===== config.mk =====
export PLATFORM = sky130hd
export DESIGN_NAME = char_scan_ctrl
export DESIGN_NICKNAME = d
export VERILOG_FILES = /design/src/rtl/char_scan_ctrl.sv
export SDC_FILE = /design/constraint.sdc
export NUM_CORES = 1
export LEC_CHECK = 0
export CAP_MARGIN = 20
export CELL_PAD_IN_SITES_DETAIL_PLACEMENT = 1
export CELL_PAD_IN_SITES_GLOBAL_PLACEMENT = 2
export CORE_MARGIN = 4
export CORE_UTILIZATION = 30
export CTS_CLUSTER_SIZE = 12
export DETAILED_ROUTE_END_ITERATION = 6
export MAX_ROUTING_LAYER = met4
export PLACE_DENSITY = 0.81
export SLEW_MARGIN = 20
export SYNTH_ARGS = -nofsm -noshare
export SYNTH_HDL_FRONTEND = slang
export SYNTH_SLANG_ARGS = --single-unit

===== constraint.sdc =====
create_clock -name clk -period 2.89 [get_ports clk]
set_input_delay 0.578 -clock clk [delete_from_list [all_inputs] [get_ports clk]]
set_output_delay 0.578 -clock clk [all_outputs]
set_load 0.01 [all_outputs]

===== src/rtl/char_scan_ctrl.sv =====
// char_scan_ctrl: row-scan and scroll sequencer for an 8x8 LED character.
// Each row costs one FETCH cycle (row blanked while the ROM read is in flight)
// followed by ROW_HOLD DRIVE cycles. Glyph selection and scroll offset change
// only at frame boundaries, so a frame is never drawn with mixed settings.
module char_scan_ctrl #(
  parameter int ROW_HOLD   = 50000,  // drive cycles per row, >= 1
  parameter int SCROLL_DIV = 5000000 // scroll tick period in clk cycles, >= 2
) (
  input  logic       clk,
  input  logic       reset,          // synchronous, active-low
  input  logic       char_enable,
  input  logic [2:0] start_address,
  input  logic       S,
  input  logic       D,
  input  logic       U,
  output logic [5:0] rom_addr,
  input  logic [7:0] rom_data,
  output logic [7:0] row_sel,
  output logic [7:0] col_data,
  output logic       frame_start
);

  localparam int HOLD_W = (ROW_HOLD > 1) ? $clog2(ROW_HOLD) : 1;
  localparam int TICK_W = $clog2(SCROLL_DIV);
  localparam logic [HOLD_W-1:0] HOLD_LAST = HOLD_W'(ROW_HOLD - 1);
  localparam logic [TICK_W-1:0] TICK_LAST = TICK_W'(SCROLL_DIV - 1);

  typedef enum logic [1:0] {ST_IDLE, ST_FETCH, ST_DRIVE} state_t;
  typedef enum logic [1:0] {MODE_STOP, MODE_DOWN, MODE_UP} mode_t;

  state_t             state, next_state;
  mode_t              mode;
  logic [2:0]         glyph;
  logic [2:0]         offset;
  logic [2:0]         row;
  logic [2:0]         fetch_row;
  logic [HOLD_W-1:0]  hold_cnt;
  logic [TICK_W-1:0]  tick_cnt;
  logic               tick_pending;
  logic               tick_wrap;
  logic [7:0]         col_q;
  logic               row_last;
  logic               drive_done;
  logic               frame_go;

  // Shared decodes: end of a row, and the frame-boundary transition into FETCH.
  assign fetch_row  = row + offset;
  assign tick_wrap  = (tick_cnt == TICK_LAST);
  assign row_last   = (hold_cnt == HOLD_LAST);
  assign drive_done = (state == ST_DRIVE) && row_last;
  assign frame_go   = char_enable &&
                      ((state == ST_IDLE) || (drive_done && (row == 3'd7)));

  // State register.
  always_ff @(posedge clk) begin
    // NOTE: sequential state always uses non-blocking assignment so every
    // register samples the pre-edge values regardless of statement order.
    if (!reset) state <= ST_IDLE;
    else        state <= next_state;
  end

  // Next-state logic.
  always_comb begin
    // NOTE: default first, so no path through the case leaves next_state
    // unassigned and a latch is never inferred.
    next_state = state;
    unique case (state)
      ST_IDLE:  if (char_enable) next_state = ST_FETCH;
      ST_FETCH: next_state = ST_DRIVE;
      ST_DRIVE: begin
        if (row_last) begin
          if ((row == 3'd7) && !char_enable) next_state = ST_IDLE;
          else                               next_state = ST_FETCH;
        end
      end
      default:  next_state = ST_IDLE;
    endcase
  end

  // Datapath: scroll mode, tick generation, frame-boundary latching, row/hold counters.
  always_ff @(posedge clk) begin
    if (!reset) begin
      mode         <= MODE_STOP;
      glyph        <= 3'd0;
      offset       <= 3'd0;
      row          <= 3'd0;
      hold_cnt     <= '0;
      tick_cnt     <= '0;
      tick_pending <= 1'b0;
      col_q        <= 8'd0;
    end else begin
      if (S)      mode <= MODE_STOP;
      else if (D) mode <= MODE_DOWN;
      else if (U) mode <= MODE_UP;

      tick_cnt <= tick_wrap ? '0 : tick_cnt + 1'b1;

      // A tick on the boundary edge itself survives the clear and is used next frame.
      tick_pending <= tick_wrap | (tick_pending & ~frame_go);

      if (frame_go) begin
        glyph <= start_address;
        if (start_address != glyph) begin
          offset <= 3'd0;
        end else if (tick_pending) begin
          if (mode == MODE_DOWN)    offset <= offset + 3'd1;
          else if (mode == MODE_UP) offset <= offset - 3'd1;
        end
      end

      // Row 7 + 1 wraps to 0, which is also where a new frame or IDLE must start.
      if (drive_done) row <= row + 3'd1;

      if (state == ST_DRIVE) hold_cnt <= row_last ? '0 : hold_cnt + 1'b1;
      else                   hold_cnt <= '0;

      // ROM data for this row is valid only on the first DRIVE cycle; keep it.
      if ((state == ST_DRIVE) && (hold_cnt == '0)) col_q <= rom_data;
    end
  end

  // Outputs decoded from state; FETCH keeps the row dark while the ROM responds.
  always_comb begin
    rom_addr    = 6'd0;
    row_sel     = 8'd0;
    col_data    = 8'd0;
    frame_start = 1'b0;
    unique case (state)
      ST_FETCH: begin
        rom_addr    = {glyph, fetch_row};
        frame_start = (row == 3'd0);
      end
      ST_DRIVE: begin
        rom_addr = {glyph, fetch_row};
        row_sel  = 8'd1 << row;
        col_data = (hold_cnt == '0) ? rom_data : col_q;
      end
      default: ;
    endcase
  end

endmodule


# [After elaboration in Yosys (flattened, before gate mapping)]
# Cells that the tools add are included.
[word_totals] regBits=61 input_bits=17 elab_cells=67
[op_classes] n_addsub=6 n_eq_ne=10 n_shift=1 mux=15 n_bitwise=5 n_reduce_logical=20
[ops] operator="$mux 8" n=3
[ops] operator="$add 23x1->23 const B" n=1
[ops] operator="$eq 23x23->1 const B" n=1
[ops] operator="$add 16x1->16 const B" n=1
[ops] operator="$eq 16x16->1 const B" n=1
[ops] operator="$logic_not 16->1" n=1
[ops] operator="$mux 3" n=4
[ops] operator="$shl 1x3->8 const A" n=1
[ops] operator="$add 3x1->3 const B" n=2
[ops] operator="$mux 6" n=1
[ops] operator="$pmux 2 s3" n=1
[ops] operator="$reduce_or 2->1" n=3
[ops] operator="$reduce_or 3->1" n=2
[ops] operator="$logic_and 1x1->1" n=5
[ops] operator="$eq 2x1->1 const B" n=2
[ops] operator="$eq 2x2->1 const B" n=2
[ops] operator="$mux 1" n=4
[ops] operator="$mux 2" n=2
[ops] operator="$ne 2x2->1 const B" n=2
[ops] operator="$reduce_bool 2->1" n=2
[ops] operator="$add 3x3->3" n=1
[ops] operator="$eq 3x3->1 const B" n=1
[ops] operator="$logic_not 3->1" n=1
[ops] operator="$ne 3x3->1" n=1
[ops] operator="other kinds (10)" n=12

# [Longest topological paths before layout]
# Gate-level depths: netlist (run 1).
[logic_depth] depth_word=8 ltp_mapped=9 mapped_depth_nobuf=7

# [Worst setup path before layout (run 1)]
# OpenSTA, ideal clock, no wires.
[synth_timing] path_kind="reg-to-output" from="register hold_cnt[0]" to="output port col_data[0]" t_arrival_ns=1.813 t_required_ns=2.312 path_slack_ns=0.499 stages_incl_launch_ff=8 n_path_buf=1 cell_sequence="dfxtp_1 > inv_1 > ha_1 > or4b_1 > or4_1 > buf_4 > mux2i_1 > nor2_1"
[synth_via] elab_chain_len=3
[synth_lines] element="start: declaration" line="37" rtl="logic [HOLD_W-1:0] hold_cnt;"
[synth_lines] element="start signal: assignment" line="114" rtl="if (state == ST_DRIVE) hold_cnt <= row_last ? '0 : hold_cnt + 1'b1;"
[synth_lines] element="$logic_not 16->1" line="136" rtl="col_data = (hold_cnt == '0) ? rom_data : col_q;"
[synth_lines] element="$mux 8" line="136"
[synth_lines] element="$mux 8" line="128" rtl="unique case (state)"
[synth_lines] element="end: declaration" line="19" rtl="output logic [7:0] col_data,"
# No other way between the ends.

# [Worst setup path after layout (run 1)]
[layout_timing] from="register hold_cnt[0]" to="output port col_data[3]"
# The elaborated chain is that of the path after synthesis.

==> run summary, run 1 <==
Outcome: complete, no violations
Multi-input logic area: 1790 um^2
Htree depth: 3
Syn Nets: 389
Critical path class: flop to output port
Final period util: 0.982
Flop pwr share: 0.439
Main combinational cell family by area after synthesis: simple AND/OR/NAND/NOR gates
DRT iter0 DRCs: 101
Sequential area share after synthesis: 0.393
Slew headroom: 0.588
Combinational fraction of design power: 0.196
Initial antenna violation count: 0
CP endpoint kind: output port
Largest net degree at the start of global routing: 23
#FFs+latches synth: 61
Mux cell area share after synthesis: 0.0580
Clock transition at path regs: 70 ps
Crit. path cell count: 8
Max IR drop VDD: 226 uV
Internal power: 1510 uW
RSZ-0062 raised after global routing: yes
Core footprint: 9910 um^2
Worst clock skew: 7.71 ps
DR DRC count: 0
Detail Route Antenna Nets: 0
Overall power: 2080 uW
Worst Hold Class: flop to flop
Layout cell share with drive strength beyond 1: 0.140
Mapped Area: 3100 um^2
Synth Area in Compound Gates: 0.0447
DP Worst Slack: -85.1 ps
Critical Path AT: 2260 ps
Critical Path RT: 2310 ps
Crit-path max FO: 5
Crit-path max cell delay: 460 ps
Post-DR wirelength/cell: 13.6 um
Area growth syn-to-layout: 27.7%
Post-synthesis adder-cell area fraction: 0.0693
Startpoint Class: flop
Dpl hpwl: 5550 um
IO Pins: 40
Setup TNS: 0 ps
Worst r2r src: hold_cnt[0]
Worst setup path endpoint: col_data[3]
Sw frac: 0.275
Final Non-Filler Cells: 555
Lkg Pwr: 0.00155 uW
Post-Synth Simple-Gate Area: 0.283
Post-placement cell count: 538
XOR/XNOR Fraction of Synth Area: 0.116
Hold Buf Count CTS: 0
Cell count after synthesis: 356
Delay-heaviest family, CP: simple AND/OR/NAND/NOR gates
Root Buffer: clkbuf_8
Die ar.: 12000 um^2
Total gr overflow: 0
Vias in the first global route: 2753
Upper clock frequency limit: 352 MHz
Worst R2R Path Depth: 8
Total GRT Usage: 0.138
Post-layout instance area: 3960 um^2
Fill count: 1197
CTS Buf Count: 9
Number of buffer and inverter stages on the critical path: 3
Psw: 571 uW
CTS tree: yes
Final min period: 2840 ps
Final GP Congestion: 0.743
Final worst slack: 50.9 ps
Cell Pwr Density: 525 nW/um^2
Clock power share: 0.365
Synthesized area per cell: 8.72 um^2
Clock latency on the worst-skew pair: 330 ps
Clk sinks: 61
Nets: 451
Starting Density: 0.313
Clk buf depth: 2
Synth warnings: 0
Core Rows: 36
Slowest cell on crit path: or4_4
Die width: 110 um
Max Slew Vio Count: 0
Crit. Startpoint: hold_cnt[0]
DRT Wirelength: 7540 um
First-pass GRT wire length: 12800 um
Setup slack, reg-to-reg: 500 ps
Dpl cell area: 3760 um^2
Crit-path cells: inv_2 -> ha_2 -> or4b_1 -> or4_4 -> buf_6 -> mux2i_1 -> nor2_1 -> buf_2
Max Cap Viol: 0
Setup Viol. Count Final: 0
Port bufs: 39
Vias: 2608
Yosys cell types: 38
Hold Fails Final Rpt: 0
RR Endpoint: col_q[0]
FF+latch area: 1220 um^2
Die Span Y: 110 um
Slew @ Worst Pin: 617 ps
Antenna Cells: 0
DR pass1 iterations: 4
Via density: 4.70
==> synthesized netlist by cell type, drive strengths merged <==
cell | count | area share
dfxtp | 61 | 0.39
nor2 | 50 | 0.060
nand2 | 28 | 0.034
xnor2 | 24 | 0.068
mux2i | 18 | 0.058
inv | 17 | 0.021
xor2 | 17 | 0.048
ha | 14 | 0.056
nand3 | 13 | 0.021
and3 | 12 | 0.024
nor2b | 11 | 0.022
nand4 | 10 | 0.020
nor3 | 10 | 0.016
and2 | 9 | 0.018
clkbuf | 8 | 0.0097
a21oi | 6 | 0.0097
o21ai | 6 | 0.011
a21boi | 5 | 0.012
nor4 | 5 | 0.010
or3 | 5 | 0.010
or4 | 5 | 0.013
and4 | 3 | 0.0085
nand2b | 3 | 0.0060
nor4b | 3 | 0.0085
buf | 2 | 0.0060
fa | 2 | 0.013
o22ai | 2 | 0.0040
or2 | 2 | 0.0040
a22o | 1 | 0.0028
a31o | 1 | 0.0028
o21a | 1 | 0.0024
or3b | 1 | 0.0028
or4b | 1 | 0.0032
==> metal layers <==
layer / GRT usage / up-vias / wire, um / part of all wire
li1: - / 1324 / - / -
met1: 0.162 / 1247 / 3520 / 0.47
met2: 0.235 / 29 / 3720 / 0.49
met3: 0.0229 / 8 / 195 / 0.026
met4: 0.0534 / 0 / 105 / 0.014
met5: - / - / 0 / 0
==> kinds of logic after synthesis <==
logic type / after synthesis
DFF: 61
and+or+nand+nor: 171
buffers and inverters: 27
AOI/OAI and AO/OA: 22
adders and majority gates: 16
muxes: 18
xor gates and xnor gates: 41
==> worst min path at each step <==
stage | start | end | slack, ps | cells past startpoint
3_3_place_gp | tick_pending | tick_pending | 470 | 2
2_1_floorplan | hold_cnt[0] | hold_cnt[0] | 430 | 1
3_5_place_dp | glyph[0] | glyph[0] | 490 | 2
4_1_cts | glyph[0] | glyph[0] | 500 | 2
6_report | glyph[2] | glyph[2] | 500 | 2
5_1_grt | tick_pending | tick_pending | 530 | 2
==> registers in the layout (all words and copies together) (netlist names) <==
signal and count:
col_q 8, glyph 3, hold_cnt 16, mode 2, offset 3, row 3, state 2, tick_cnt 23
tick_pending 1
==> layout by cell type, fill, tap and decap left out, drive strengths merged, types with 2 or more instances in the layout <==
cell / Yosys / final
nand2: 28 / 28
nor2b: 11 / 11
nor4b: 3 / 3
a21boi: 5 / 5
a21oi: 6 / 6
dfxtp: 61 / 61
fa: 2 / 2
xor2: 17 / 17
xnor2: 24 / 24
o22ai: 2 / 2
nor2: 50 / 50
o21ai: 6 / 6
and3: 12 / 12
nand4: 10 / 10
nor4: 5 / 5
nand2b: 3 / 3
nor3: 10 / 10
ha: 14 / 14
or3: 5 / 5
or2: 2 / 2
mux2i: 18 / 18
inv: 17 / 17
and2: 9 / 9
and4: 3 / 3
buf: 2 / 30
nand3: 13 / 13
clkinv: 0 / 2
or4: 5 / 5
clkbuf: 8 / 11
clkdlybuf4s50: 0 / 30
==> worst register-to-register path, cell delays in order, from the launching register on <==
cell	delay, ps
dfxtp_2	320
inv_2	40
ha_2	160
or4b_1	440
or4_4	460
buf_6	150
or2_1	390
mux2i_1	260
nor2b_1	60
==> power groups by stage <==
stage	Combinational, uW	Sequential (uW)	Clock [uW]
6_report	409	913	760
2_1_floorplan	267	923	0
3_3_place_gp	406	927	0
3_5_place_dp	423	931	0
4_1_cts	419	912	792
5_1_grt	457	917	833
==> metrics by stage <==
stage,hold WS (ps),utilization
finish,498,0.400
global route,530,0.400
CTS,496,0.399
global placement,473,0.380
floorplan,426,-
detailed placement,486,0.380
==> final cells by class <==
cell class,instances,share of cell area
sequential,61,0.309
inverter,17,0.0161
tap,133,0.0420
clock inverter,4,0.0120
clock buffer,11,0.0382
timing repair buffer,61,0.132
multi-input combinational,268,0.451
==> timing repair <==
item	4_1_cts	5_1_grt
buffers inserted	0	1
gates cloned	1	0
setup endpoints to repair	9	7
resized for setup	40	5
pin swaps	1	1
Power figures use the tool's default switching activity.
==> run 2, diff against run 1 <==
--- a/config.mk
+++ b/config.mk
@@ -10,7 +10,7 @@
 export CELL_PAD_IN_SITES_GLOBAL_PLACEMENT = 2
 export CORE_MARGIN = 4
 export CORE_UTILIZATION = 30
-export CTS_CLUSTER_SIZE = 12
+export CTS_CLUSTER_DIAMETER = 40
 export DETAILED_ROUTE_END_ITERATION = 6
 export MAX_ROUTING_LAYER = met4
 export PLACE_DENSITY = 0.81
@@ -18,3 +18,4 @@
 export SYNTH_ARGS = -nofsm -noshare
 export SYNTH_HDL_FRONTEND = slang
 export SYNTH_SLANG_ARGS = --single-unit
+export TNS_END_PERCENT = 50
==> results of run 2 <==
The final DEF is identical to that of run 1; final timing and power are the same.
Main changes from that run: number of gates resized after CTS 40 -> 38
